<file path="src/rtl/uart_rx_sampler.sv">
// UART receive front end: 2-flop synchroniser, 3-sample majority vote, LSB-first framing.
// Define UART_RX_PARITY_EN to add a parity bit between data and stop (PARITY_ODD selects sense).
module uart_rx_sampler #(
   parameter int CLOCKS_PER_BIT = 434,
   parameter int DATA_BITS      = 8,
   parameter int COUNTER_WIDTH  = 12,
   parameter int PARITY_ODD     = 0
) (
   input  logic                     clock,
   input  logic                     reset,
   input  logic                     rx,
   output logic [DATA_BITS-1:0]     data,
   output logic                     valid,
   output logic                     frame_error,
   output logic                     parity_error,
   output logic [COUNTER_WIDTH-1:0] frame_count,
   output logic [COUNTER_WIDTH-1:0] error_count
);

   localparam int TW = $clog2(CLOCKS_PER_BIT);
   localparam int BW = $clog2(DATA_BITS);
   localparam logic [TW-1:0] T_MID = TW'(CLOCKS_PER_BIT / 2);
   localparam logic [TW-1:0] T_END = TW'(CLOCKS_PER_BIT - 1);
   localparam logic [BW-1:0] B_END = BW'(DATA_BITS - 1);

   typedef enum logic [2:0] {
      IDLE,
      START,
      DATA,
      PARITY,
      STOP,
      WAIT_IDLE
   } state_t;

   state_t               state;
   logic [1:0]           sync;
   logic [2:0]           hist;
   logic [TW-1:0]        timer;
   logic [BW-1:0]        bit_idx;
   logic [DATA_BITS-1:0] shreg;
   logic                 par_acc;
   logic                 par_bad;
   logic                 rx_s;
   logic                 vote;
   logic                 mid;
   logic                 wrap;

   assign rx_s = sync[1];
   assign vote = (hist[0] & hist[1]) | (hist[0] & hist[2]) | (hist[1] & hist[2]);
   assign mid  = (timer == T_MID);
   assign wrap = (timer == T_END);

   // par_acc starts at the odd/even sense so a correct frame leaves it at 0
`ifdef UART_RX_PARITY_EN
   localparam state_t AFTER_DATA = PARITY;
   assign par_bad = par_acc;
`else
   localparam state_t AFTER_DATA = STOP;
   logic unused_par;
   assign par_bad    = 1'b0;
   assign unused_par = par_acc;
`endif

   always_ff @(posedge clock) begin
      if (reset) begin
         state        <= IDLE;
         sync         <= 2'b11;
         hist         <= 3'b111;
         timer        <= '0;
         bit_idx      <= '0;
         shreg        <= '0;
         par_acc      <= 1'b0;
         data         <= '0;
         valid        <= 1'b0;
         frame_error  <= 1'b0;
         parity_error <= 1'b0;
         frame_count  <= '0;
         error_count  <= '0;
      end else begin
         sync         <= {sync[0], rx};
         hist         <= {hist[1:0], rx_s};
         valid        <= 1'b0;
         frame_error  <= 1'b0;
         parity_error <= 1'b0;
         timer        <= wrap ? '0 : timer + 1'b1;
         unique case (state)
            IDLE: begin
               if (hist[0] && !rx_s) begin
                  state   <= START;
                  timer   <= '0;
                  par_acc <= (PARITY_ODD != 0);
               end
            end
            START: begin
               if (mid && vote) begin
                  state <= IDLE;
               end else if (wrap) begin
                  state   <= DATA;
                  bit_idx <= '0;
               end
            end
            DATA: begin
               if (mid) begin
                  shreg   <= {vote, shreg[DATA_BITS-1:1]};
                  par_acc <= par_acc ^ vote;
               end
               if (wrap) begin
                  if (bit_idx == B_END) state <= AFTER_DATA;
                  else bit_idx <= bit_idx + 1'b1;
               end
            end
            PARITY: begin
               if (mid) par_acc <= par_acc ^ vote;
               if (wrap) state <= STOP;
            end
            STOP: begin
               if (mid) begin
                  if (!vote) begin
                     frame_error <= 1'b1;
                     if (error_count != '1) error_count <= error_count + 1'b1;
                     state <= WAIT_IDLE;
                  end else if (par_bad) begin
                     parity_error <= 1'b1;
                     if (error_count != '1) error_count <= error_count + 1'b1;
                     state <= IDLE;
                  end else begin
                     data  <= shreg;
                     valid <= 1'b1;
                     if (frame_count != '1) frame_count <= frame_count + 1'b1;
                     state <= IDLE;
                  end
               end
            end
            WAIT_IDLE: begin
               if (rx_s) state <= IDLE;
            end
            default: state <= IDLE;
         endcase
      end
   end

endmodule

</file>
<file path="config.mk">
export PLATFORM = sky130hd
export DESIGN_NAME = uart_rx_sampler
export DESIGN_NICKNAME = d
export VERILOG_FILES = /design/src/rtl/uart_rx_sampler.sv
export SDC_FILE = /design/constraint.sdc
export NUM_CORES = 1
export LEC_CHECK = 0
export ABC_CLOCK_PERIOD_IN_PS = 2800
export BUFFER_PORTS_ARGS = -buffer_cell sky130_fd_sc_hd__buf_2
export CORE_UTILIZATION = 35
export CTS_CLUSTER_SIZE = 20
export DETAILED_ROUTE_END_ITERATION = 6
export PLACE_DENSITY = 0.65
export RECOVER_POWER = 100
export SLEW_MARGIN = 30
export SYNTH_ARGS = -nofsm -noshare
export SYNTH_HDL_FRONTEND = slang
export SYNTH_SLANG_ARGS = --single-unit
</file>
<file path="constraint.sdc">
create_clock -name clock -period 2.8 [get_ports clock]
set_input_delay 0.7 -clock clock [delete_from_list [all_inputs] [get_ports clock]]
set_output_delay 0.7 -clock clock [all_outputs]
set_load 0.02 [all_outputs]
</file>
Word-level counts from Yosys, hierarchy flattened
Cells that the tools add are included.
W data, S select, Z words.
- word-level logic and storage cells: 75
- bits in latches: 0
- RAM bits: 0
- input bits: 3
- ROM bits: 0
- register bits after elaboration: 62
- memories kept: 0
- output and inout port bits: 35
- $mul: 0
- bitwise operators: 8
- magnitude comparators: 0
- shift operators: 0
- reductions and logical operators: 12
- multiplexer cells: 20
- eq/ne operators: 20
- $add $sub $neg: 4
- divide/modulo/power cells: 0
- operators by type and width (cell ; count):
    $mux W3 ; 13
    $mux W9 ; 3
    $add A12 B1 Y12 const B ; 2
    $ne A12 B12 Y1 const B ; 2
    $ne A2 B2 Y1 const B ; 9
    $pmux W3 S6 ; 1
    $add A9 B1 Y9 const B ; 1
    $eq A3 B3 Y1 const B ; 3
    $eq A9 B8 Y1 const B ; 1
    $eq A9 B9 Y1 const B ; 1
    $reduce_and A4 Y1 ; 2
    $reduce_and A7 Y1 ; 1
    $eq A3 B2 Y1 const B ; 2
    $pmux W3 S2 ; 1
    $reduce_and A5 Y1 ; 1
    $add A3 B1 Y3 const B ; 1
    $and A1 B1 Y1 ; 3
    $eq A3 B1 Y1 const B ; 1
    $logic_not A3 Y1 ; 1
    $ne A3 B3 Y1 const B ; 1
    $not A1 Y1 ; 3
    $reduce_and A3 Y1 ; 1
    $reduce_or A3 Y1 ; 1
    $logic_and A1 B1 Y1 ; 2
    5 further kinds ; 7

Longest topological paths before layout
- depth in word-level cells: 6
- depth in mapped cells: 8

Least setup slack after synthesis
OpenSTA, ideal clock, no wires.
- path type: reg2reg
- start point: register timer[0]
- end point: register shreg[7]
- required time: 2.672 ns
- setup slack: 0.848 ns
- stages on the path, launching flop included: 6
- path buffers: 0
- period minus slack after synthesis: 1.952 ns
- library setup time: 0.128 ns
- data arrival time: 1.824 ns
- path through: dfxtp_1 ha_1 nand3b_1 nor4_2 mux2i_1 nor2_1
- word-level cells in the longest chain between the ends: 2
- ends and longest elaborated chain (item ; line ; text):
    start, declared ; 38 ; logic [TW-1:0] timer;
    start signal, assigned ; 85 ; timer <= wrap ? '0 : timer + 1'b1;
    $eq A9 B8 Y1 ; 50 ; assign mid = (timer == T_MID);
    $reduce_and A2 Y1 (no source line) ; -- ;
    end signal, assigned ; 104 ; shreg <= {vote, shreg[DATA_BITS-1:1]};
    end, declared ; 40 ; logic [DATA_BITS-1:0] shreg;
No other way between the ends.
A chain may end at the register's enable or synchronous reset.

Worst setup path after layout
- start point: register state[2]
- end point: register error_count[5]
- word-level cells in the longest chain between the ends: 2
- ends and longest elaborated chain (item ; line ; text):
    start, declared ; 35 ; state_t state;
    start signal, assigned ; 66 ; state <= IDLE;
    start signal, assigned ; 89 ; state <= START;
    start signal, assigned ; 96 ; state <= IDLE;
    $eq A3 B3 Y1 ; 86 ; unique case (state)
    $reduce_and A4 Y1 (no source line) ; -- ;
    end signal, assigned ; 120 ; if (error_count != '1) error_count <= error_count + 1'b1;
    end signal, assigned ; 124 ; if (error_count != '1) error_count <= error_count + 1'b1;
    end, declared ; 17 ; output logic [COUNTER_WIDTH-1:0] error_count
No other way between the ends.

==> flow_metrics.py <==
metrics = {
    "run_status": {
        "status": "completed",
    },
    "clock_tree": {
        "path_clk_slew_ps": 70,
        "tritoncts": "built",
        "insertion_delay_ps": 340,
        "clockBufferDepth": 2,
        "cts_hold_buf": 0,
        "clockRootBuffer": "clkbuf_8",
        "cts_made_buffers": 9,
        "post_cts_buffers": 0,
        "cts_resized": 0,
        "cts_max_level": 3,
        "clock-sinks": 62,
    },
    "yosys": {
        "ys_ff_latch": 62,
        "synth-seq-area-share": 0.444,
        "syn_area_per_cell_sq_um": 8.93,
        "ys_types": 50,
        "synth_edf_count": 0,
        "synth_flop_cell": "dfxtp_1",
        "syn-num-nets": 322,
        "yosysWarnings": 0,
        "syn-cell-area_sq_um": 2800,
        "async_reset_ff_frac": 0,
        "syn_inst": 313,
    },
    "grt": {
        "grt.total_usage": 0.148,
        "grt_pass1_wl_microns": 9920,
        "overflow": 0,
        "grt_pass1_vias": 2115,
        "grt_max_degree": 27,
        "antenna_found_initial": 0,
    },
    "timing": {
        "hold_viol": 0,
        "drv_slew": 0,
        "hold_ws_ps": 419,
        "tns_ps": 0,
        "fin_crit_ps": 2380,
        "skew_ps": 6.91,
        "max_slew_margin": 0.192,
        "worst_slew_pin_slew_ps": 1210,
        "fin_crit_sh": 0.849,
        "rsz0062_at_grt": "false",
        "max_clock_freq_mhz": 421,
        "setup_viol": 0,
    },
    "cells_and_area": {
        "layout.nets": 363,
        "multi_input_area_sq_um": 1480,
        "seqCellArea_sq_um": 1240,
        "final_cells": 461,
        "drive_gt1_frac": 0.0919,
        "final_cell_mix": "dfxtp_1 (62), clkbuf_1 (37), nor2_1 (34)",
        "area_delta_synth_final_pct": 14.5,
        "nFillCells": 792,
        "final_common_cell": "dfxtp_1",
        "diodes": 0,
    },
    "detailed_routing": {
        "vias": 2399,
        "drc": 0,
        "ant_nets": 0,
        "drt_iter0_drc": 80,
        "wire_per_inst_microns": 12.7,
        "vias_per_cell": 5.20,
        "firstDrtPassIters": 4,
        "wl_microns": 5870,
    },
    "power_and_ir_drop": {
        "powerDensity_nw_per_um2": 560,
        "ir_drop_mv": 0.274,
        "leakagePower_nw": 1.09,
        "power_w": 0.00180,
    },
    "floorplanning": {
        "die_h_microns": 91.4,
        "core_sq_um": 7730,
        "die-width_microns": 91.4,
        "rows": 32,
        "dieArea_sq_um": 8350,
        "initial_core_util": 0.362,
        "io-pin-count": 38,
    },
    "setup_path": {
        "path_class": "reg -> reg",
        "end_kind": "register",
        "slowest_delay_ps": 540,
        "r2r_cells": 5,
        "slowest_stage": "or4_1",
        "crit_buf_inv": 0,
        "startpoint_type": "register",
        "cp_top_family": "simple AND/OR/NAND/NOR gates",
        "path_cells": "or3b_4, nor4_4, nand3_1, or4_1, a21oi_1",
        "cp_data_required_time_ps": 3060,
        "cp.arrival_ps": 2640,
        "crit_fanout": 16,
        "rrSetupSlack_ps": 420,
        "r2r-end": "error_count[5]",
        "reg2reg_from": "state[2]",
    },
    "worst_hold_path": {
        "worstHoldPathCells": 1,
        "hold_end": "sync[1]",
        "hp-start": "sync[0]",
        "hold_class": "reg -> reg",
    },
    "placement": {
        "hpwl_microns": 4060,
        "gp_congestion": 0.822,
        "dpl.cell_count": 445,
        "port_buffers": 36,
    },
    "job": {
        "cap_viol_max_count": 0,
    },
}
metal layers:
layer | GRT usage | share of wire | routed length, microns | vias to the layer above
li1 | - | - | - | 1227
met1 | 0.185 | 0.50 | 2910 | 1119
met2 | 0.232 | 0.45 | 2650 | 45
met3 | 0.0444 | 0.040 | 233 | 8
met4 | 0.0714 | 0.013 | 77 | 0
met5 | 0 | 0 | 0 | -
Yosys cell counts (8+ instances only):
master,n,share of area
dfxtp_1,62,0.44
nor2_1,34,0.046
a21oi_1,29,0.052
nand2_1,28,0.038
nand3_1,14,0.025
mux2i_1,13,0.047
o21ai_0,12,0.021
nand4_1,10,0.022
and3_1,8,0.018
or3_1,8,0.018
area by class of cell:
type	instances	area share
Timing Repair Buffer	41	0.0520
Clock buffer	10	0.0430
Sequential cell	62	0.388
Tap cell	102	0.0398
Inverter	4	0.00469
Multi-Input combinational cell	236	0.461
Clock inverter	6	0.0117
worst max-delay path by stage:
stage / startpoint / end / slack [ps] / depth (start not counted)
after floorplan: timer[0] / shreg[7] / 850 / 5
after CTS: state[2] / frame_count[4] / 500 / 5
final: state[2] / error_count[5] / 420 / 5
after global routing: timer[0] / error_count[5] / 180 / 6
after detailed placement: state[2] / frame_count[9] / 500 / 5
after global placement: state[2] / frame_count[9] / 570 / 5
state kept, by name (all words and copies together), names as in the netlist:
name and count:
sync 2, frame_error 1, valid 1, hist 3, shreg 8, bit_idx 3
data 8, error_count 12, state 3, timer 9, frame_count 12
metrics by stage:
stage / util / worst slack (ps) / instance area (sq um)
after floorplan: - / 848 / 2800
after global routing: 0.415 / 183 / 3200
after global placement: 0.399 / 573 / 3080
after CTS: 0.422 / 503 / 3260
final: 0.415 / 423 / 3200
after detailed placement: 0.399 / 502 / 3080
power by group:
part | internal, W | switching (W)
clock network | 0.000339 | 0.000352
logic | 0.0000805 | 0.0000928
registers | 0.000902 | 0.0000283
kinds of logic after synthesis:
kind of cell	Yosys count	share of synthesized area
buf+inv	15	0.0259
compound gates	58	0.123
other cells	1	0.00134
mux	13	0.0465
fa+ha+maj	7	0.0304
flops	62	0.444
simple gates	146	0.295
xor+xnor	11	0.0345
(Power assumes the default switching activity.)
